==> src/rtl/if_stage.sv <==
// Instruction-fetch stage: PC register, instruction-memory addressing,
// fetch-window fault detection and the IF/ID pipeline register.
//
// There is no handshake on this block. The stall input is the only flow
// control: stall=1 freezes every register, and nextEnable/NPC are ignored
// for that cycle. The stage contains no FSM.
module if_stage #(
  parameter logic [31:0] RESET_PC = 32'h0000_3000,
  parameter int          IM_WORDS = 1024,
  localparam int         IM_AW    = $clog2(IM_WORDS)
) (
  input  logic             clk,
  input  logic             reset,
  input  logic             stall,
  input  logic             nextEnable,
  input  logic [31:0]      NPC,
  input  logic [31:0]      Instr,
  output logic [31:0]      PC,
  output logic [IM_AW-1:0] IM_Addr,
  output logic [31:0]      IR_D,
  output logic [31:0]      PC_D,
  output logic [31:0]      PC4_D,
  output logic [31:0]      PC8_D,
  output logic             Fault_D,
  output logic [31:0]      FetchCount
);

  // The window end is computed in 33 bits so that a window ending exactly at
  // 2^32 does not wrap to zero.
  localparam logic [32:0] WIN_END = {1'b0, RESET_PC} + 33'(4 * IM_WORDS);

  logic [31:0] pc_q;
  logic [31:0] pc_plus4;
  logic [31:0] pc_plus8;
  logic        fault;
  logic [31:0] ir_q;
  logic [31:0] pc_d_q;
  logic [31:0] pc4_d_q;
  logic [31:0] pc8_d_q;
  logic        fault_d_q;
  logic [31:0] fetch_count_q;

  // Sequential PC arithmetic wraps modulo 2^32. A fetch is faulted when it
  // is misaligned or falls outside the memory window.
  always_comb begin
    pc_plus4 = pc_q + 32'd4;
    pc_plus8 = pc_q + 32'd8;
    fault    = (pc_q[1:0] != 2'b00) ||
               (pc_q < RESET_PC) ||
               ({1'b0, pc_q} >= WIN_END);
  end

  // Advance the PC and load IF/ID. The instruction in F when a redirect
  // arrives is kept as the delay slot. Reset overrides stall and redirect.
  always_ff @(posedge clk) begin
    if (reset) begin
      pc_q          <= RESET_PC;
      ir_q          <= 32'h0;
      pc_d_q        <= RESET_PC;
      pc4_d_q       <= RESET_PC + 32'd4;
      pc8_d_q       <= RESET_PC + 32'd8;
      fault_d_q     <= 1'b0;
      fetch_count_q <= 32'h0;
    end else if (!stall) begin
      pc_q      <= nextEnable ? NPC : pc_plus4;
      ir_q      <= fault ? 32'h0 : Instr;
      pc_d_q    <= pc_q;
      pc4_d_q   <= pc_plus4;
      pc8_d_q   <= pc_plus8;
      fault_d_q <= fault;
      if (!fault) begin
        fetch_count_q <= fetch_count_q + 32'd1;
      end
    end
  end

  assign PC         = pc_q;
  assign IM_Addr    = pc_q[IM_AW+1:2];
  assign IR_D       = ir_q;
  assign PC_D       = pc_d_q;
  assign PC4_D      = pc4_d_q;
  assign PC8_D      = pc8_d_q;
  assign Fault_D    = fault_d_q;
  assign FetchCount = fetch_count_q;

endmodule

==> config.mk <==
export PLATFORM = sky130hd
export DESIGN_NAME = if_stage
export DESIGN_NICKNAME = d
export VERILOG_FILES = /design/src/rtl/if_stage.sv
export SDC_FILE = /design/constraint.sdc
export NUM_CORES = 1
export LEC_CHECK = 0
export CAP_MARGIN = 40
export CORE_MARGIN = 2
export CORE_UTILIZATION = 47
export CTS_BUF_LIST = sky130_fd_sc_hd__clkbuf_8 sky130_fd_sc_hd__clkbuf_16
export DETAILED_ROUTE_END_ITERATION = 8
export GPL_ROUTABILITY_DRIVEN = 1
export PLACE_DENSITY = 0.87
export RECOVER_POWER = 25
export SYNTH_ARGS = -nofsm -noshare
export SYNTH_HDL_FRONTEND = slang
export SYNTH_SLANG_ARGS = --single-unit
==> constraint.sdc <==
create_clock -name clk -period 2.8 [get_ports clk]
set_clock_uncertainty 0.15 [all_clocks]
set_input_delay 0.7 -clock clk [delete_from_list [all_inputs] [get_ports clk]]
set_output_delay 0.7 -clock clk [all_outputs]
set_load 0.05 [all_outputs]
### Yosys cells after proc, flatten, opt, wreduce, memory -nomap -nowiden

Index checks and enable logic that the tools add are counted.

* register bits: 193
* input bits: 68
* logic and storage cells: 20

* add/subtract/negate cells: 3
* magnitude comparators: 2
* multiplexer cells: 2
* bitwise logic cells: 2
* reductions and logical operators: 4

Operators with widths (number)
* two-way mux 32 bit: 2
* adder 32 x 1 -> 32 bit, second input constant: 1
* adder 32 x 3 -> 32 bit, second input constant: 1
* adder 32 x 4 -> 32 bit, second input constant: 1
* greater-or-equal comparator 32 x 15 -> 1 bit, second input constant: 1
* < comparator 32 x 14 -> 1 bit, second input constant: 1
* logical OR 1 bit: 2
* NOT 1 bit: 2
* AND reduction 2 bit: 1
* nonzero test 2 bit: 1

### Logic depth before layout (Yosys ltp)

Gate-level depths: netlist of the first run.

* depth in word-level cells: 5
* gate-level depth with buffers: 8

### Worst setup path after synthesis of the first run

Ideal clock, no wire load.

* path kind: register to register
* start point: register pc_q[3], in the netlist PC[3]
* end point: register pc8_d_q[31], in the netlist PC8_D[31]
* arrival: 2526 ps
* required time: 2572 ps
* slack: 46 ps
* cell stages (with the launch flop): 7
* buffers on the path: 0
* path through: dfxtp_1 > ha_1 > nand3_1 > nor4_1 > nand3_1 > mux2_2 > nor3_1

* word-level cells in the longest chain between the ends: 1

Ends and longest elaborated chain
* start, declared: RTL line 32 `logic [31:0] pc_q;`
* start signal, assigned: RTL line 65 `pc_q <= nextEnable ? NPC : pc_plus4;`
* adder 32 x 4 -> 32 bit: RTL line 47 `pc_plus8 = pc_q + 32'd8;`
* end signal, assigned: RTL line 61 `pc8_d_q <= RESET_PC + 32'd8;`
* end signal, assigned: RTL line 69 `pc8_d_q <= pc_plus8;`
* end, declared: RTL line 39 `logic [31:0] pc8_d_q;`

Every way passes these cells.
A chain may end at the register's enable or synchronous reset.

### Worst setup path in the final report of the first run

* start point: register pc_q[12], in the netlist PC[12]
* end point: output PC[12]

RTL lines
* end, declared: RTL line 18 `output logic [31:0] PC,`

No word-level cell between the ends.

==> flow_summary.toml, run 1 <==
[status]
outcome = "finished, final reports clean"

[timing]
worstMarginPinSlew_ns = 0.986
rsz0062_at_grt = "no"
max_freq_ghz = 0.365
setup_viol = 0
slew_headroom_pct = 34.3
timing.final.crit_share_pct = 98.0
drv_slew = 0
period_needed_ns = 2.74
setup_slack_ns = 0.0573
hold_slack_ns = 0.322
hold_viol = 0

[cells_and_area]
final_common_cell = "clkdlybuf4s50_1"
antenna_cells = 0
fin_nets = 1353
finalInstanceArea_um2 = 12200
drive_gt1_share_pct = 8.27
final_cell_mix = "264 x clkdlybuf4s50_1, 188 x dfxtp_1, 154 x nor2_1"
syn2layout_area_growth_pct = 42.1
regArea_um2 = 3760
fill_cells = 1445
utilization_pct = 68.2
multiInputGateArea_um2 = 4340

[place]
numPortBuffers = 270
postPlaceCellArea_um2 = 11700
routabilityCongestion = 0.903
pre_cts_ws_ns = -0.0357
hpwl_mm = 20.0

[synth]
synth_top_family_by_area = "simple AND/OR/NAND/NOR gates"
synth.distinct_cells = 49
synth-edff-count = 0
yosysSeqAreaShare_pct = 43.7
synthAdderAreaFrac_pct = 0.581
synthCells = 1033
ys_async_sr_fraction_pct = 0
synth_mux_area_share_pct = 5.49
synthSimpleGateAreaFrac_pct = 22.9
syn-num-nets = 1105
ys_seq_elements = 188
yosys_warnings = 0
synth_compound_area_share_pct = 15.3
synth_area_um2 = 8620
synth_xor_area_share_pct = 6.10
synth_ff_type = "dfxtp_1"
syn_avg_cell_area_um2 = 8.34

[cts]
clock-sinks = 188
root_buffer = "clkbuf_16"
clockBufferDepth = 2
ctsHoldBuffers = 0
clk_latency_ns = 0.43
htree_levels = 4
cts.clk_slew.worst_paths_ns = 0.07
cts_buffers = 17
cts_tree = "built"

[worst_setup_path]
r2r_cells = 7
reg2reg_to = "PC[17]$_SDFFE_PP0N_"
startpoint_type = "flip-flop"
crit_path_end_kind = "output pin"
r2r-start = "PC[3]$_SDFFE_PP0N_"
critPathRequiredTime_ns = 1.95
rrSetupSlack_ns = 0.17
critical_path.max_fanout = 5
cp.arrival_ns = 1.89
worstSetupPathType = "reg2out"

[grt]
grt_use_total_pct = 28.0
grt_max_degree = 88
antenna_found_initial = 0
grt_pass1_wl_mm = 44.2
grt.overflow.total = 0
grt_pass1_vias = 8238

[floorplan]
die-area_um2 = 19400
die_w_um = 139
start_util_pct = 48.0
core_area_um2 = 18000
num_rows = 49
die_y_um = 139
ioPinCount = 271

[pwr]
sequentialPowerShare_pct = 43.0
pwr-share-comb_pct = 18.0
power_density_nw_per_um2 = 538
internal_power_mw = 4.65
sw_frac_of_total_pct = 29.4
p_leak_nw = 4.44
clkPwrFrac_pct = 39.0
ir_drop_v = 0.000427
switching_power_mw = 1.93

[drt]
wl_mm = 27.9
wl_per_cell_um = 18.3
dr.first_iter.drc_count = 811
ant_nets = 0
vias_per_cell = 5.71
vias = 8701
dr.pass1.iters = 5
drc = 0

[run]
cap_violations = 0

[worst_hold_path]
min_from = "PC4_D[16]$_SDFFE_PP0N_"
holdPathEnd = "PC4_D[16]$_SDFFE_PP0N_"
min_path_type = "reg2reg"
holdPathStages = 2
## flip-flops by register name, indices dropped and copies added (netlist names)
| name | flops |
|---|---|
| PC_D | 32 |
| Fault_D | 1 |
| FetchCount | 32 |
| PC8_D | 29 |
| PC4_D | 30 |
| IR_D | 32 |
| PC | 32 |
## kinds of logic (layout without fill, tap and decap cells)
| group | count (synthesis) | after routing |
|---|---|---|
| xor gates and xnor gates | 60 | 60 |
| adders and majority gates | 4 | 4 |
| AOI/OAI and AO/OA | 207 | 207 |
| buffers and inverters | 117 | 378 |
| and+or+nand+nor | 410 | 410 |
| muxes | 47 | 47 |
| DFF | 188 | 188 |
## worst max-delay path by stage
stage	startpoint	to	slack (ns)	cells past startpoint
after CTS	PC[12]$_SDFFE_PP1N_	PC[12]	0.06	2
after floorplan	PC[3]$_SDFFE_PP0N_	PC8_D[31]$_SDFFE_PP0N_	0.05	6
final	PC[12]$_SDFFE_PP1N_	PC[12]	0.06	2
after global routing	PC[12]$_SDFFE_PP1N_	PC[12]	0.03	2
after global placement	stall	FetchCount[26]$_SDFFE_PP0P_	0.03	7
after detailed placement	stall	FetchCount[12]$_SDFFE_PP0P_	-0.04	7
## Yosys cell counts, types with 2 or more instances
cell type  count  area, µm²
nand3_1       26        130
o21ai_1        9       45.0
a32o_1         3       30.0
or2_2          7       43.8
nand2_1       80        300
buf_1         13       48.8
a21oi_1       61        305
or4_1          3       22.5
a22o_1         3       26.3
a31oi_1       10       62.6
and2_1         4       25.0
nand3b_1      10       75.1
clkbuf_1      72        270
mux2_2         2       22.5
nand4_1       34        213
buf_4         18        135
o31ai_1        4       30.0
o21ai_0       26        130
and3_1         4       25.0
a311oi_1       2       17.5
nand2b_1       2       12.5
and4_1         7       61.3
nor4_1        16        100
nor3b_1        3       22.5
o41ai_1        3       26.3
mux2i_1       45        450
dfxtp_1      188       3760
nor2_1       155        582
a21o_1         2       15.0
o21a_1         5       37.5
ha_1           4       50.1
a211oi_1      30        225
or3_1         26        163
xnor2_1       17        149
nor2b_1        7       43.8
xor2_1        43        377
nor3_1        22        110
a22oi_1       44        330
buf_2          4       20.0
inv_1         10       37.5
## critical path, stage by stage (launching register included)
cell             delay [ns]
dfxtp_1                0.47
buf_4                  0.20
clkdlybuf4s50_1        0.80
## area by class of cell
class	instances	area share (%)
multi-input cells	728	35.5
clock inverters	14	1.49
well taps	229	2.34
repair buffers	336	26.1
clock buffers	18	3.59
inverters	10	0.307
flip-flops and latches	188	30.7
## power groups by stage
stage	Clock (mW)	Combinational [mW]	Sequential (mW)
detailed placement	0	1.19	2.89
CTS	2.61	1.19	2.83
global route	2.72	1.25	2.84
global placement	0	1.17	2.89
floorplan	0	0.432	3.19
finish	2.57	1.18	2.83
## per-stage QoR
step | total power, mW | cells | TNS [ns]
after floorplan | 3.62 | 1033 | 0
after global placement | 4.06 | 1491 | 0
after detailed placement | 4.08 | 1491 | -0.152
after CTS | 6.63 | 1523 | 0
after global routing | 6.80 | 1523 | 0
final | 6.59 | 1523 | 0
## repair_timing
| action | CTS | global route |
|---|---|---|
| setup buffers | 0 | 0 |
| setup endpoints to repair | 1 | 0 |
| resized for setup | 1 | 0 |
## metal layers
layer / routed length [µm] / GRT usage, %
met1: 11300 / 35.4
met2: 13400 / 46.6
met3: 2360 / 6.37
met4: 928 / 11.0
met5: 0 / 0
(Power assumes the default switching activity.)
==> run 2, diff against run 1 <==
CORE_UTILIZATION = 42   (was 47)
PLACE_DENSITY = 0.82   (was 0.87)
clock period = 2.33 ns   (was 2.8 ns; I/O delays follow)
==> flow_summary.toml, run 2 (same netlist as run 1, synthesis figures left out) <==
[drt]
dr.pass1.iters = 6
vias_per_cell = 5.64
wl_mm = 29.3
vias = 9006
dr.first_iter.drc_count = 744
drc = 0
wl_per_cell_um = 18.3
ant_nets = 0

[timing]
hold_slack_ns = 0.316
timing.final.crit_share_pct = 106
rsz0062_at_grt = "yes"
slew_headroom_pct = 17.3
drv_slew = 0
setup_slack_ns = -0.129
max_freq_ghz = 0.407
setup_viol = 11
worstMarginPinSlew_ns = 1.24
hold_viol = 0
period_needed_ns = 2.46

[floorplan]
die-area_um2 = 21700
start_util_pct = 42.7
num_rows = 52
core_area_um2 = 20200
die_w_um = 147
ioPinCount = 271
die_y_um = 147

[cells_and_area]
final_common_cell = "dfxtp_1"
drive_gt1_share_pct = 17.5
antenna_cells = 0
utilization_pct = 62.2
syn2layout_area_growth_pct = 45.5
fin_nets = 1387
fill_cells = 1780
final_cell_mix = "163 x dfxtp_1, 153 x nor2_1, 119 x buf_4"

[worst_setup_path]
crit_path_end_kind = "flip-flop"
r2r-start = "PC[15]$_SDFFE_PP0N_"
cp.arrival_ns = 2.68
startpoint_type = "flip-flop"
critPathRequiredTime_ns = 2.55
worstSetupPathType = "reg2reg"
critical_path.max_fanout = 7
worstSetupStartpoint = "PC[15]$_SDFFE_PP0N_"

[status]
outcome = "finished with violations"
violations = "setup timing"

[grt]
grt_pass1_wl_mm = 45.5
grt_use_total_pct = 26.2
antenna_found_initial = 1
grt_pass1_vias = 8597
grt.overflow.total = 0
grt_max_degree = 92

[cts]
htree_levels = 4
cts_tree = "built"
cts_buffers = 17
root_buffer = "clkbuf_16"
clock-sinks = 188
clk_latency_ns = 0.43
ctsHoldBuffers = 0
clockBufferDepth = 2
cts.clk_slew.worst_paths_ns = 0.08

[pwr]
switching_power_mw = 2.44
power_density_nw_per_um2 = 623
p_leak_nw = 5.90
pwr-share-comb_pct = 18.4
sequentialPowerShare_pct = 43.6
sw_frac_of_total_pct = 31.2
ir_drop_v = 0.000609
clkPwrFrac_pct = 38.0
internal_power_mw = 5.37
p_total_mw = 7.81

[place]
numPortBuffers = 270
pre_cts_ws_ns = -0.343
hpwl_mm = 20.6
routabilityCongestion = 0.914

[worst_hold_path]
min_from = "PC4_D[9]$_SDFFE_PP0N_"
min_path_type = "reg2reg"

[run]
cap_violations = 0
==> run 2: stage by stage <==
| step | setup TNS [ns] | cells | area [µm²] |
|---|---|---|---|
| finish | -0.863 | 1598 | 12500 |
| global route | -2.84 | 1598 | 12500 |
| CTS | -0.633 | 1592 | 12500 |
| detailed placement | -3.38 | 1556 | 11900 |
| global placement | -2.86 | 1556 | 11900 |
| floorplan | -3.05 | 1033 | 8750 |
==> run 2: power groups by stage <==
| stage | clock (mW) | sequential [mW] | combinational, mW |
|---|---|---|---|
| finish | 2.97 | 3.40 | 1.44 |
| global route | 3.15 | 3.41 | 1.52 |
| CTS | 3.01 | 3.40 | 1.44 |
| detailed placement | 0 | 3.47 | 1.45 |
| global placement | 0 | 3.47 | 1.44 |
| floorplan | 0 | 3.84 | 0.526 |
==> run 2: final timing paths <==
path,slack (ns),cells past startpoint,to
worst max-delay path,-0.13,6,FetchCount[8]$_SDFFE_PP0P_
worst min-delay path,0.32,2,PC4_D[9]$_SDFFE_PP0N_
worst max register to register,-0.13,6,FetchCount[8]$_SDFFE_PP0P_
worst min register to register,0.32,2,PC4_D[9]$_SDFFE_PP0N_
==> run 2: critical path: stages (launching register included) <==
cell and delay, ns:
dfxtp_4 0.35, or4_4 0.51, or2_4 0.27, or4_4 0.51
buf_6 0.15, or3_1 0.32, a21oi_2 0.14
==> run 2: timing repair <==
action | CTS | global route
cloned | 1 | 1
pin swaps | 22 | 10
buffers inserted | 3 | 5
endpoints found under the setup margin | 85 | 81
gates resized for setup | 83 | 69
==> run 2: per-layer routing <==
| metal | vias up | routed length (µm) | track usage, % | part of all wire [%] |
|---|---|---|---|---|
| met2 | 491 | 13600 | 41.3 | 46 |
| met5 | - | 0 | 0 | 0 |
| met3 | 83 | 2760 | 6.61 | 9.4 |
| li1 | 4192 | - | - | - |
| met1 | 4240 | 11900 | 34.0 | 41 |
| met4 | 0 | 1070 | 11.3 | 3.6 |
==> run 2: final cells by class <==
class / count / area [µm²] / area share, %
Clock buffer: 17 / 425 / 3.39
Clock inverter: 15 / 176 / 1.41
Inverter: 10 / 37.5 / 0.299
Multi-Input combinational cell: 728 / 4480 / 35.7
Sequential cell: 188 / 3810 / 30.4
Tap cell: 270 / 338 / 2.69
Timing Repair Buffer: 370 / 3280 / 26.1
==> run 3, diff against run 2 <==
CORE_UTILIZATION = 57   (was 42)
DONT_BUFFER_PORTS = 1   (was unset)
PLACE_DENSITY = 0.81   (was 0.82)
==> flow_summary.toml, run 3 (same netlist as run 1, synthesis figures left out) <==
[worst_setup_path]
cp.arrival_ns = 2.58
crit_end = "FetchCount[28]$_SDFFE_PP0P_"
worstSetupStartpoint = "PC[15]$_SDFFE_PP0N_"
crit_path_end_kind = "flip-flop"
critical_path.max_fanout = 7
reg2reg_to = "FetchCount[28]$_SDFFE_PP0P_"
r2r-start = "PC[15]$_SDFFE_PP0N_"
critPathRequiredTime_ns = 2.50
r2r_cells = 7
startpoint_type = "flip-flop"
rrSetupSlack_ns = -0.08
worstSetupPathType = "reg2reg"

[cells_and_area]
utilization_pct = 68.3
drive_gt1_share_pct = 18.5
fin_nets = 1132
final_common_cell = "dfxtp_1"
final_cell_mix = "166 x dfxtp_1, 153 x nor2_1, 90 x buf_4"
syn2layout_area_growth_pct = 16.1

[timing]
slew_headroom_pct = 44.0
timing.final.crit_share_pct = 103
tns_ns = -0.556
rsz0062_at_grt = "yes"
setup_viol = 10
max_freq_ghz = 0.415
hold_viol = 0
worstMarginPinSlew_ns = 0.840
period_needed_ns = 2.41
setup_slack_ns = -0.0770
drv_slew = 0

[cts]
clockBufferDepth = 2
clk_latency_ns = 0.44
clock-sinks = 188
htree_levels = 4
cts.clk_slew.worst_paths_ns = 0.07
cts_buffers = 17
cts_tree = "built"
root_buffer = "clkbuf_16"

[pwr]
clkPwrFrac_pct = 39.5
pwr-share-comb_pct = 9.9
ir_drop_v = 0.000630
sw_frac_of_total_pct = 30.2
p_leak_nw = 3.73
power_density_nw_per_um2 = 727
sequentialPowerShare_pct = 50.5
switching_power_mw = 2.20
internal_power_mw = 5.08

[grt]
grt_use_total_pct = 31.4
grt_pass1_wl_mm = 39.9
grt_pass1_vias = 7453
grt.overflow.total = 0
grt_max_degree = 179
antenna_found_initial = 2

[drt]
dr.pass1.iters = 5
drc = 0
ant_nets = 0
wl_per_cell_um = 20.6
wl_mm = 25.9
vias_per_cell = 6.19
vias = 7795
dr.first_iter.drc_count = 709

[floorplan]
die-area_um2 = 16100
die_w_um = 127
die_y_um = 127
num_rows = 44
ioPinCount = 271
core_area_um2 = 14600
start_util_pct = 58.8

[status]
outcome = "finished with violations"
violations = "setup timing"

[place]
routabilityCongestion = 0.957
numPortBuffers = 0
hpwl_mm = 17.7

[worst_hold_path]
min_path_type = "in2reg"

[run]
cap_violations = 0
run 3: cell count changes in the layout (fill, tap and decap cells not counted), sizes merged:
cell and change:
diode +2, clkdlybuf4s50 -65, buf -38, dlygate4sd2 -75, clkbuf -24, dlymetal6s2s -53
run 3: power by group through the flow:
stage                     sequential (mW)  clock (mW)  combinational, mW
final                                3.68        2.88              0.722
after global routing                 3.69        3.04              0.776
after CTS                            3.68        2.91              0.719
after detailed placement             3.75           0              0.714
after global placement               3.75           0              0.700
after floorplan                      3.84           0              0.526
run 3: what timing repair did:
| action | CTS | global route |
|---|---|---|
| pin swaps | 19 | 4 |
| cloned | 1 | 0 |
| buffers inserted | 3 | 3 |
| setup endpoints to repair | 9 | 23 |
| hold buffers | 0 | 0 |
| resized for setup | 4 | 19 |
run 3: critical path: stages (launching register included):
cell,delay (ns)
dfxtp_4,0.34
or4_4,0.50
or2_1,0.24
or4_4,0.51
buf_4,0.18
buf_4,0.13
o21ai_1,0.17
a21oi_2,0.07
run 3: final cells by class:
class / instances / area [µm²]
tap: 184 / 230
inverter: 10 / 38.8
antenna: 2 / 5.00
fill: 1159 / 4640
sequential: 188 / 3800
multi-input combinational: 728 / 4480
timing repair buffer: 115 / 873
clock inverter: 15 / 149
clock buffer: 17 / 425
run 3: worst min-delay path by stage:
stage                                      from                          end  slack, ns  depth (start not counted)
floorplan                    PC[1]$_SDFFE_PP0P_           PC[1]$_SDFFE_PP0P_       0.36                          2
CTS                                       reset        IR_D[18]$_SDFFE_PP0N_       0.05                          1
finish                                    reset        IR_D[25]$_SDFFE_PP0N_       0.07                          1
global placement    FetchCount[18]$_SDFFE_PP0P_  FetchCount[18]$_SDFFE_PP0P_       0.34                          2
global route                              reset        IR_D[20]$_SDFFE_PP0N_       0.05                          1
detailed placement  FetchCount[18]$_SDFFE_PP0P_  FetchCount[18]$_SDFFE_PP0P_       0.37                          2
run 3: layer usage:
metal | global-route usage (%) | vias up | share of wire [%]
met4 | 12.9 | 0 | 3.2
met1 | 38.3 | 3656 | 39
met5 | 0 | - | 0
met3 | 10.4 | 59 | 10
met2 | 51.0 | 389 | 47
li1 | - | 3691 | -
run 3: stage by stage:
step	hold slack [ns]	cell area, µm²	instances	power [mW]	setup WS, ns
global route	0.0491	10000	1258	7.51	-0.126
global placement	0.341	9350	1218	4.45	-0.134
floorplan	0.356	8750	1033	4.36	-0.259
detailed placement	0.369	9350	1218	4.47	-0.191
finish	0.0685	10000	1259	7.28	-0.0770
CTS	0.0548	9960	1254	7.30	-0.0829
